**src/rtl/instruction_fetch.sv**
```systemverilog
// rtl/instruction_fetch.sv - single-outstanding instruction fetch stage between program_counter and decode
// Optional feature macro: FETCH_ALIGN_CHECK_EN (fault on a misaligned PC instead of masking the low bits)
module instruction_fetch #(
  parameter int TIMEOUT_CYCLES = 256,
  parameter int TO_WIDTH       = 9
) (
  input  logic        i_clk,
  input  logic        i_reset,
  input  logic        i_enable,
  input  logic [31:0] i_PC,
  output logic        o_load_PC,
  output logic [31:0] o_mem_addr,
  output logic        o_mem_read,
  input  logic        i_mem_DV,
  input  logic [31:0] i_mem_data,
  output logic [31:0] o_instr,
  output logic [31:0] o_instr_PC,
  output logic        o_instr_DV,
  input  logic        i_instr_ack,
  input  logic        i_flush,
  output logic        o_fetch_fault
);

  typedef enum logic [2:0] {
    S_IDLE  = 3'd0,
    S_FETCH = 3'd1,
    S_VALID = 3'd2,
    S_STEP  = 3'd3,
    S_FAULT = 3'd4
  } state_t;

  // A zero TIMEOUT_CYCLES disables the watchdog entirely; the counter then stays at zero.
  localparam bit                  TO_EN   = (TIMEOUT_CYCLES > 0);
  localparam logic [TO_WIDTH-1:0] TO_LAST = TO_WIDTH'(TO_EN ? TIMEOUT_CYCLES - 1 : 0);
  localparam logic [TO_WIDTH-1:0] TO_ONE  = {{(TO_WIDTH-1){1'b0}}, 1'b1};

  state_t              state;
  state_t              next_state;
  logic                drop;
  logic [TO_WIDTH-1:0] to_count;
  logic [31:0]         pc_aligned;
  logic                misaligned;
  logic                timeout_hit;
  logic                start_fetch;
  logic                capture;

  assign pc_aligned = {i_PC[31:2], 2'b00};

`ifdef FETCH_ALIGN_CHECK_EN
  assign misaligned = (i_PC[1:0] != 2'b00);
`else
  // Low PC bits are simply masked off; keep them referenced so they are visibly intentional.
  logic unused_pc_low;
  assign misaligned    = 1'b0;
  assign unused_pc_low = ^i_PC[1:0];
`endif

  // Watchdog fires on the last permitted wait cycle unless data arrives in that same cycle.
  assign timeout_hit = TO_EN && (to_count == TO_LAST) && !i_mem_DV;

  // A read that was flushed (now or earlier) still completes, but its data is thrown away.
  assign capture     = (state == S_FETCH) && i_mem_DV && !drop && !i_flush;
  assign start_fetch = (state == S_IDLE) && i_enable && !misaligned;

  // State register.
  always_ff @(posedge i_clk) begin
    if (i_reset) begin
      state <= S_IDLE;
    end else begin
      state <= next_state;
    end
  end

  // Next-state logic and the state-decoded strobes.
  always_comb begin
    next_state = state;
    o_mem_read = 1'b0;
    o_instr_DV = 1'b0;
    o_load_PC  = 1'b0;
    case (state)
      S_IDLE: begin
        if (i_enable) begin
          next_state = misaligned ? S_FAULT : S_FETCH;
        end
      end
      S_FETCH: begin
        o_mem_read = 1'b1;
        if (i_mem_DV) begin
          next_state = (drop || i_flush) ? S_STEP : S_VALID;
        end else if (timeout_hit) begin
          next_state = S_FAULT;
        end
      end
      S_VALID: begin
        o_instr_DV = 1'b1;
        // Flush and ack lead to the same place; a flush simply means decode never took it.
        if (i_flush || i_instr_ack) begin
          next_state = S_STEP;
        end
      end
      S_STEP: begin
        o_load_PC  = 1'b1;
        next_state = S_IDLE;
      end
      S_FAULT: begin
        next_state = S_FAULT;
      end
      default: begin
        next_state = S_IDLE;
      end
    endcase
  end

  // Latch the fetch address once per instruction; it stays put until the next fetch starts.
  always_ff @(posedge i_clk) begin
    if (i_reset) begin
      o_mem_addr <= 32'd0;
      o_instr_PC <= 32'd0;
    end else if (start_fetch) begin
      o_mem_addr <= pc_aligned;
      o_instr_PC <= pc_aligned;
    end
  end

  // Capture returned instruction data only for a read that has not been flushed.
  always_ff @(posedge i_clk) begin
    if (i_reset) begin
      o_instr <= 32'd0;
    end else if (capture) begin
      o_instr <= i_mem_data;
    end
  end

  // Drop flag remembers a flush seen while the read is still outstanding.
  always_ff @(posedge i_clk) begin
    if (i_reset) begin
      drop <= 1'b0;
    end else if (state == S_FETCH) begin
      if (i_mem_DV) begin
        drop <= 1'b0;
      end else if (i_flush) begin
        drop <= 1'b1;
      end
    end else begin
      drop <= 1'b0;
    end
  end

  // Wait-cycle counter: runs only while a read is outstanding, cleared everywhere else.
  always_ff @(posedge i_clk) begin
    if (i_reset) begin
      to_count <= '0;
    end else if (TO_EN && (state == S_FETCH)) begin
      to_count <= to_count + TO_ONE;
    end else begin
      to_count <= '0;
    end
  end

  // Sticky fault flag, set on any entry into S_FAULT and cleared only by reset.
  always_ff @(posedge i_clk) begin
    if (i_reset) begin
      o_fetch_fault <= 1'b0;
    end else if ((next_state == S_FAULT) && (state != S_FAULT)) begin
      o_fetch_fault <= 1'b1;
    end
  end

endmodule
```
**config.mk**
```make
export PLATFORM = sky130hd
export DESIGN_NAME = instruction_fetch
export DESIGN_NICKNAME = d
export VERILOG_FILES = /design/src/rtl/instruction_fetch.sv
export SDC_FILE = /design/constraint.sdc
export NUM_CORES = 1
export LEC_CHECK = 0
export CELL_PAD_IN_SITES_DETAIL_PLACEMENT = 0
export CELL_PAD_IN_SITES_GLOBAL_PLACEMENT = 1
export CORE_ASPECT_RATIO = 0.8
export CORE_MARGIN = 1
export CORE_UTILIZATION = 31
export CTS_BUF_LIST = sky130_fd_sc_hd__clkbuf_8
export DETAILED_ROUTE_END_ITERATION = 12
export GPL_TIMING_DRIVEN = 0
export HOLD_SLACK_MARGIN = 0.06
export PLACE_DENSITY_LB_ADDON = 0.1
export SYNTH_ARGS = -nofsm -noshare
export SYNTH_HDL_FRONTEND = slang
export SYNTH_SLANG_ARGS = --single-unit
```
**constraint.sdc**
```tcl
create_clock -name i_clk -period 2.85 [get_ports i_clk]
set_input_delay 0.285 -clock i_clk [delete_from_list [all_inputs] [get_ports i_clk]]
set_output_delay 0.285 -clock i_clk [all_outputs]
set_load 0.005 [all_outputs]
```
Word-level counts from Yosys, hierarchy flattened
Cells that the tools add are included.
- reduce and logical (&&, ||, !) cells: 14
- eq/ne operators: 7
- add/sub/neg operators: 1
- bitwise logic cells: 1
- muxes and demuxes: 9
- operators with widths (operator ; number):
    3-bit two-way mux ; 4
    3-bit case mux with 4 select lines ; 1
    9-bit by 1-bit adder with 9-bit output (second input constant) ; 1
    9-bit by 8-bit == test with 1-bit output (second input constant) ; 1
    3-bit by 2-bit == test with 1-bit output (second input constant) ; 2
    3-bit == test (second input constant) ; 2
    1-bit logical AND ; 6
    1-bit two-way mux ; 4
    3-bit by 1-bit == test with 1-bit output (second input constant) ; 1
    1-bit logical NOT ; 3
    3-bit logical NOT ; 1
    3-bit != test (second input constant) ; 1
    3-bit OR reduction ; 1
    1-bit logical OR ; 2
    2-bit OR reduction ; 1
    1-bit inverter ; 1
- flip-flop bits (word level): 76
- output and inout port bits: 100
- word-level logic and storage cells: 38

Longest topological paths before layout
Gate-level depths: netlist (run 1).
- depth in word-level cells: 7
- depth in mapped cells: 7
- mapped depth without buffers: 7

Worst setup path after synthesis (run 1)
Ideal clock, no wire load.
- path type: reg2reg
- start point: reg to_count[0]
- end point: reg state[2]
- setup slack: 1.444 ns
- required time: 2.772 ns
- stages on the path, launching flop included: 8
- data arrival time: 1.328 ns
- path buffers: 0
- setup time: 0.078 ns
- cells stage by stage: dfxtp_1 -> ha_1 -> nand2_1 -> nor3_1 -> ha_1 -> nor4bb_1 -> a21oi_1 -> nor3_1
- longest elaborated chain between the ends: 5
- ends and longest elaborated chain (item ; RTL line ; text):
    start: declaration ; 40 ; logic [TO_WIDTH-1:0] to_count;
    start signal: assignment ; 154 ; to_count <= to_count + TO_ONE;
    9-bit by 8-bit == test with 1-bit output ; 59 ; assign timeout_hit = TO_EN && (to_count == TO_LAST) && !i_mem_DV;
    1-bit logical AND ; 59 ;
    3-bit two-way mux ; 90 ; end else if (timeout_hit) begin
    3-bit two-way mux ; 88 ; if (i_mem_DV) begin
    3-bit case mux with 4 select lines ; 80 ; case (state)
    end signal: assignment ; 70 ; state <= next_state;
    end: declaration ; 37 ; state_t state;
Every way passes these cells.
A chain may end at the register's enable or synchronous reset.

Worst setup path in the final report (run 1)
- start point: reg state[0]
- end point: out o_mem_read
- longest elaborated chain between the ends: 2
- ends and longest elaborated chain (item ; RTL line ; text):
    3-bit by 1-bit == test with 1-bit output ; 80 ;
    1-bit two-way mux ; 80 ;
    end: declaration ; 13 ; output logic o_mem_read,
Every way passes these cells.

==> results.txt, run 1 <==
----------------------------------------------------
[Run status]
  Outcome ... completed

[Die]
  Area of the die ... 11100 sq um
  Number of standard-cell rows in the floorplan ... 33
  Die outline width ... 118 um
  Core outline area ... 10300 sq um
  Height of the chip ... 94.6 um
  I/O pin count ... 170
  Effective utilization at floorplan ... 0.322

[Clock network]
  # clock sinks ... 76
  Maximum clock insertion buffer count ... 2
  Post-CTS Setup Inserts ... 0
  Inserted Clock Buffers ... 9
  Master cell of the clock root buffer ... sky130_fd_sc_hd__clkbuf_8
  Hold-fix buffers, CTS ... 0
  CTS tree ... built
  H-tree level count ... 3
  # resized after CTS ... 0
  Clock transition at the registers of the reported paths ... 0.08 ns
  Clock latency on the worst-skew pair ... 0.35 ns

[Finish]
  Total number of nets in the final design ... 621
  FF+latch area ... 1520 sq um
  Filler Cell Count ... 1023
  Proportion of layout cells with a drive suffix above 1 ... 0.101
  Syn-to-layout area delta ... 60.8%
  Total area of multi-input combinational cells ... 1430 sq um
  Final Cell Area ... 5340 sq um
  Antenna Diode Count ... 0

[Placement]
  Placed cell area ... 5130 sq um
  Worst slack at placement ... 0.929 ns
  Placed wire-length estimate ... 6540 um
  Routability-driven placement congestion ratio ... 0.705
  Total of buffers placed on input and output ports ... 162

[GRT]
  Via count of the first global-routing pass ... 2706
  Overflow after GRT ... 0
  First-pass GRT wire length ... 13500 um
  Overall routing resource usage ... 0.155
  Number of antenna violations at the first check in global routing ... 0
  Maximum number of pins on one net before global-route repair ... 12

[Worst setup path]
  Number of cells on the worst reg-to-reg path ... 4
  Data arrival time at the worst-slack endpoint ... 1.71 ns
  Biggest cell delay along the critical path ... 0.57 ns
  Number of buffers and inverters on the critical path ... 1
  Slowest-stage cell, CP ... sky130_fd_sc_hd__clkdlybuf4s50_1
  Critical setup path kind ... reg2out
  Critical Path End Type ... output pin
  Maximum fanout along the worst path ... 7
  Worst path cell trace ... nor3b_4 -> clkdlybuf4s50_1
  Category of the worst setup path launch point ... flop
  Number of cells on the critical path ... 2
  Critical path required time ... 2.57 ns
  Cell type group with the largest total delay on the critical path ... buffers and inverters

[STA]
  Max Transition Viols Final ... 0
  Final Setup Violations ... 0
  Hold Violations, Final ... 0
  Time the final worst path needs with I/O delays and setup ... 1.99 ns
  Slew of the pin with the lowest slew margin ... 0.537 ns
  Final worst-path cycle share ... 0.698
  PnR worst setup slack ... 0.859 ns
  Clock Skews ... 0.00821 ns
  Worst slew margin ... 0.637
  Highest achievable clock rate ... 0.502 GHz
  Aggregate negative setup slack ... 0 ns
  Unrepaired setup endpoints after global routing ... no

[Power]
  Peak VDD IR ... 0.271 mV
  Power density over the cells ... 465 nW/um^2
  Static Leakage ... 1.97 nW

[Routing]
  Drt pass-1 iters ... 4
  WL per Instance ... 12.4 um
  Post-detailed-route DRC marker count ... 0
  Per-cell via count in the routed design ... 4.24
  Overall routed net length ... 8610 um
  Number of routed nets with antenna violations ... 0
  Detailed router's first-iteration violation count ... 127
  Total number of vias ... 2937

[Synth]
  Count of flip-flops with a built-in enable after synthesis ... 0
  Most instantiated library cell after synthesis ... sky130_fd_sc_hd__dfxtp_1
  Register area share after synthesis ... 0.458
  Synth top area cells ... sky130_fd_sc_hd__dfxtp_1, sky130_fd_sc_hd__nand2b_1, sky130_fd_sc_hd__mux2i_1
  Distinct cell type count of the synthesized netlist ... 31
  Async set-or-reset flop fraction in the synthesized netlist ... 0
  Top cell type's share of synthesized area ... 0.458
  Syn Inst Count ... 373
  Avg Synthesized Cell Area ... 8.90 sq um
  Cell Area, Synth ... 3320 sq um
  Ys Warns ... 0
  Commonest cells in the synthesized netlist ... sky130_fd_sc_hd__dfxtp_1, sky130_fd_sc_hd__nand2b_1, sky130_fd_sc_hd__nand2_1
  Top FF cell, synth ... sky130_fd_sc_hd__dfxtp_1
  #FFs+latches synth ... 76
  Cell type with the highest aggregate area in the netlist ... sky130_fd_sc_hd__dfxtp_1

[Hold path]
  Type of the tightest min-delay check ... in2reg
  Cell depth of the worst min-delay path ... 3

[Run]
  Number of max-capacitance violations reported ... 0

----------------------------------------------------
-- through the flow --
| stage | hold slack [ns] | util | power [mW] | instances |
|---|---|---|---|---|
| CTS | 0.456 | 0.517 | 2.52 | 692 |
| detailed placement | 0.437 | 0.497 | 1.64 | 678 |
| global route | 0.470 | 0.517 | 2.61 | 692 |
| global placement | 0.428 | 0.497 | 1.63 | 678 |
| finish | 0.442 | 0.517 | 2.48 | 692 |
| floorplan | 0.364 | - | 1.36 | 376 |
-- final timing paths --
| kind | from | end | slack [ns] |
|---|---|---|---|
| max | state[0]$_SDFF_PP0_ | o_mem_read | 0.86 |
| min | i_reset | to_count[1]$_SDFF_PP0_ | 0.44 |
| max reg2reg | state[2]$_SDFF_PP0_ | o_instr_PC[20]$_SDFFE_PP0P_ | 1.22 |
| min reg2reg | to_count[0]$_SDFF_PP0_ | to_count[0]$_SDFF_PP0_ | 0.45 |
-- power breakdown --
| part | switching (mW) | internal (mW) |
|---|---|---|
| clock | 0.378 | 0.491 |
| combinational | 0.159 | 0.308 |
| sequential | 0.0357 | 1.11 |
| total | 0.572 | 1.91 |
-- cells in the final DEF (no fill, tap or decap), types with 4 or more instances in the layout --
| cell type | count |
|---|---|
| sky130_fd_sc_hd__o21ai_0 | 5 |
| sky130_fd_sc_hd__buf_4 | 35 |
| sky130_fd_sc_hd__clkbuf_8 | 13 |
| sky130_fd_sc_hd__nor3_1 | 4 |
| sky130_fd_sc_hd__dfxtp_1 | 76 |
| sky130_fd_sc_hd__nand2b_1 | 65 |
| sky130_fd_sc_hd__conb_1 | 4 |
| sky130_fd_sc_hd__mux2i_1 | 32 |
| sky130_fd_sc_hd__a21oi_1 | 35 |
| sky130_fd_sc_hd__clkdlybuf4s50_1 | 162 |
| sky130_fd_sc_hd__nand2_1 | 63 |
| sky130_fd_sc_hd__nor2_1 | 8 |
| sky130_fd_sc_hd__clkbuf_1 | 15 |
-- worst reg2reg max path, delay by kind of cell, from the launching register on --
family          cells  cell delay (ns)
simple gates        2             0.77
compound gates      1             0.07
buf+inv             1             0.27
flops               1             0.39
-- area by class of cell --
class	count	share of cell area
sequential	76	0.285
clock buffer	13	0.0335
multi-input combinational	241	0.268
buffer	56	0.0689
tap	140	0.0328
timing repair buffer	162	0.304
inverter	3	0.00211
clock inverter	1	0.00563
-- kinds of logic (layout without fill, tap and decap cells) --
kind of cell | count (synthesis) | in the layout | synth area share
compound gates | 43 | 43 | 0.0667
xor+xnor | 3 | 3 | 0.00792
fa+ha+maj | 2 | 2 | 0.00754
buf+inv | 59 | 235 | 0.114
flops | 76 | 76 | 0.458
mux | 32 | 32 | 0.0965
other cells | 1 | 4 | 0.00113
simple gates | 157 | 157 | 0.248
-- routing by layer --
layer | track usage | vias to the layer above | part of all wire
li1 | - | 1519 | -
met1 | 0.192 | 1320 | 0.46
met2 | 0.250 | 88 | 0.46
met3 | 0.0531 | 10 | 0.060
met4 | 0.0609 | 0 | 0.013
met5 | 0 | - | 0
-- registers in the layout, summed over array words and instances, names as in the netlist --
signal and cells:
o_instr 32, state 3, o_instr_PC 30, to_count 9, o_fetch_fault 1, drop 1
Note: power is estimated with default switching activity, not from simulation.
==> run 2: changes to the inputs <==
--- a/config.mk
+++ b/config.mk
@@ -9,7 +9,7 @@
 export CELL_PAD_IN_SITES_GLOBAL_PLACEMENT = 1
 export CORE_ASPECT_RATIO = 0.8
 export CORE_MARGIN = 1
-export CORE_UTILIZATION = 31
+export CORE_UTILIZATION = 26
 export CTS_BUF_LIST = sky130_fd_sc_hd__clkbuf_8
 export DETAILED_ROUTE_END_ITERATION = 12
 export GPL_TIMING_DRIVEN = 0
==> constraint.sdc (replaced) <==
create_clock -name i_clk -period 1.7 [get_ports i_clk]
set_input_delay 0.17 -clock i_clk [delete_from_list [all_inputs] [get_ports i_clk]]
set_output_delay 0.17 -clock i_clk [all_outputs]
set_load 0.005 [all_outputs]
==> run 2 against run 1 <==
Setup slack lost 0.74 ns. Sequential cell count is the same. Clock skew shrank 0.00050 ns. Combinational power grew 69%. Non-clock buffer count grew 2. Design area grew 1.8%. Critical path depth grew 5. Die area grew 19%. Critical path type is now reg2reg. Critical endpoint is now state[2]$_SDFF_PP0_.
==> results.txt, run 2 (synthesized netlist as in run 1, its figures left out) <==
----------------------------------------------------
[Worst setup path]
  Critical path required time ... 1.96 ns
  Internal reg-to-reg setup slack ... 0.12 ns
  Number of cells on the worst reg-to-reg path ... 7
  R2R Path End ... state[2]$_SDFF_PP0_
  Critical setup path kind ... reg2reg
  Critical R2R Launch ... to_count[0]$_SDFF_PP0_
  Category of the worst setup path launch point ... flop
  CP endpoint ... state[2]$_SDFF_PP0_
  Maximum fanout along the worst path ... 3
  Crit path launch ... to_count[0]$_SDFF_PP0_
  Data arrival time at the worst-slack endpoint ... 1.84 ns
  Critical Path End Type ... flop

[Finish]
  Antenna Diode Count ... 0
  Fraction of the core area covered by cells at the end of the flow ... 0.442
  Final Cell Area ... 5430 sq um
  Syn-to-layout area delta ... 63.7%
  Most frequent standard cell in the layout excluding fill and tap cells ... sky130_fd_sc_hd__clkdlybuf4s50_1
  Register bank with the most flops ... o_instr
  Max FFs per register ... 32
  Proportion of layout cells with a drive suffix above 1 ... 0.121
  Commonest cells after routing, fill and taps aside ... sky130_fd_sc_hd__clkdlybuf4s50_1, sky130_fd_sc_hd__dfxtp_1, sky130_fd_sc_hd__nand2b_1
  Top flop regs ... o_instr: 32 flops, o_instr_PC: 30 flops, to_count: 9 flops
  Total number of nets in the final design ... 623

[GRT]
  Number of antenna violations at the first check in global routing ... 0
  Overflow after GRT ... 0
  Overall routing resource usage ... 0.135
  Maximum number of pins on one net before global-route repair ... 13
  Via count of the first global-routing pass ... 2714
  First-pass GRT wire length ... 13800 um

[Routing]
  Number of routed nets with antenna violations ... 0
  Detailed router's first-iteration violation count ... 52
  Overall routed net length ... 8980 um
  Total number of vias ... 2932
  WL per Instance ... 12.3 um
  Drt pass-1 iters ... 4
  Post-detailed-route DRC marker count ... 0
  Per-cell via count in the routed design ... 4.03

[Power]
  Static Leakage ... 2.00 nW
  Power density over the cells ... 795 nW/um^2
  Peak VDD IR ... 0.341 mV

[Die]
  Core outline area ... 12300 sq um
  Number of standard-cell rows in the floorplan ... 36
  I/O pin count ... 170
  Effective utilization at floorplan ... 0.270
  Area of the die ... 13200 sq um
  Height of the chip ... 103 um
  Die outline width ... 128 um

[Placement]
  Placed wire-length estimate ... 6820 um
  Total of buffers placed on input and output ports ... 162
  Placed cell area ... 5170 sq um
  Routability-driven placement congestion ratio ... 0.684

[STA]
  Final worst-path cycle share ... 0.930
  Final worst hold slack ... 0.329 ns
  Highest achievable clock rate ... 0.632 GHz
  Clock Skews ... 0.00771 ns
  Time the final worst path needs with I/O delays and setup ... 1.58 ns
  Unrepaired setup endpoints after global routing ... no
  Aggregate negative setup slack ... 0 ns
  Max Transition Viols Final ... 0
  Final Setup Violations ... 0
  Hold Violations, Final ... 0

[Clock network]
  Maximum clock insertion buffer count ... 2
  Clock latency on the worst-skew pair ... 0.35 ns
  Clock transition at the registers of the reported paths ... 0.08 ns
  Master cell of the clock root buffer ... sky130_fd_sc_hd__clkbuf_8
  CTS tree ... built
  Inserted Clock Buffers ... 9
  # clock sinks ... 76
  H-tree level count ... 3

[Hold path]
  Cell depth of the worst min-delay path ... 3
  Type of the tightest min-delay check ... in2reg

[Run]
  Number of max-capacitance violations reported ... 0

[Run status]
  Outcome ... completed

----------------------------------------------------
## run 2: cell types whose count changed in the layout (fill, tap and decap cells not counted), moves of 2 or more
cell / previous run / this run
sky130_fd_sc_hd__clkdlybuf4s50_1: 162 / 159
sky130_fd_sc_hd__dlygate4sd2_1: 0 / 3
sky130_fd_sc_hd__buf_4: 35 / 37
sky130_fd_sc_hd__dfxtp_1: 76 / 73
sky130_fd_sc_hd__clkinv_2: 0 / 2
sky130_fd_sc_hd__dfxtp_2: 0 / 2
sky130_fd_sc_hd__ha_1: 2 / 0
sky130_fd_sc_hd__ha_2: 0 / 2
## run 2: how the worst min path moves through the flow
stage | start | to | slack (ns)
5_1_grt | i_PC[15] | o_instr_PC[15]$_SDFFE_PP0P_ | 0.36
6_report | i_reset | to_count[1]$_SDFF_PP0_ | 0.33
3_5_place_dp | to_count[0]$_SDFF_PP0_ | to_count[0]$_SDFF_PP0_ | 0.44
2_1_floorplan | i_mem_DV | drop$_SDFFE_PP0P_ | 0.25
4_1_cts | i_reset | to_count[1]$_SDFF_PP0_ | 0.32
3_3_place_gp | to_count[0]$_SDFF_PP0_ | to_count[0]$_SDFF_PP0_ | 0.43
## run 2: critical path, cell delays in order, from the launching register on
cell and delay, ns:
sky130_fd_sc_hd__dfxtp_1 0.38, sky130_fd_sc_hd__ha_2 0.22, sky130_fd_sc_hd__nand2_1 0.09, sky130_fd_sc_hd__nor3_2 0.20
sky130_fd_sc_hd__ha_2 0.22, sky130_fd_sc_hd__nor4bb_1 0.20, sky130_fd_sc_hd__a21oi_1 0.07, sky130_fd_sc_hd__nor3_1 0.12
## run 2: per-layer routing
layer | wire [um] | track usage | vias up
met5 | 0 | 0 | -
met4 | 91 | 0.0462 | 0
met3 | 554 | 0.0431 | 9
met2 | 4120 | 0.213 | 90
met1 | 4200 | 0.174 | 1303
li1 | - | - | 1530
## run 2: area by class of cell
type | instances | area [sq um]
fillers | 1244 | 6860
repair buffers | 164 | 1630
flip-flops and latches | 76 | 1530
multi-input cells | 241 | 1450
plain buffers | 56 | 368
well taps | 171 | 214
clock buffers | 12 | 165
clock inverters | 4 | 70.1
inverters | 3 | 11.3
## run 2: metrics by stage
| stage | setup WS (ns) | std cells | total power, mW |
|---|---|---|---|
| 6_report | 0.119 | 727 | 4.32 |
| 5_1_grt | 0.00598 | 727 | 4.54 |
| 4_1_cts | 0.0477 | 726 | 4.40 |
| 3_5_place_dp | -0.0730 | 709 | 2.76 |
| 3_3_place_gp | -0.0672 | 709 | 2.75 |
| 2_1_floorplan | 0.294 | 376 | 2.28 |
## run 2: repair_timing
item,in CTS,in global routing
cloned,0,0
buffers inserted,1,1
endpoints found under the setup margin,3,10
hold buffers,0,0
gates resized for setup,8,3
## run 2: report_power, final
part           total [mW]  switching [mW]  internal, mW
Sequential           1.92          0.0618          1.86
Combinational       0.789           0.269         0.520
Clock                1.61           0.667         0.943
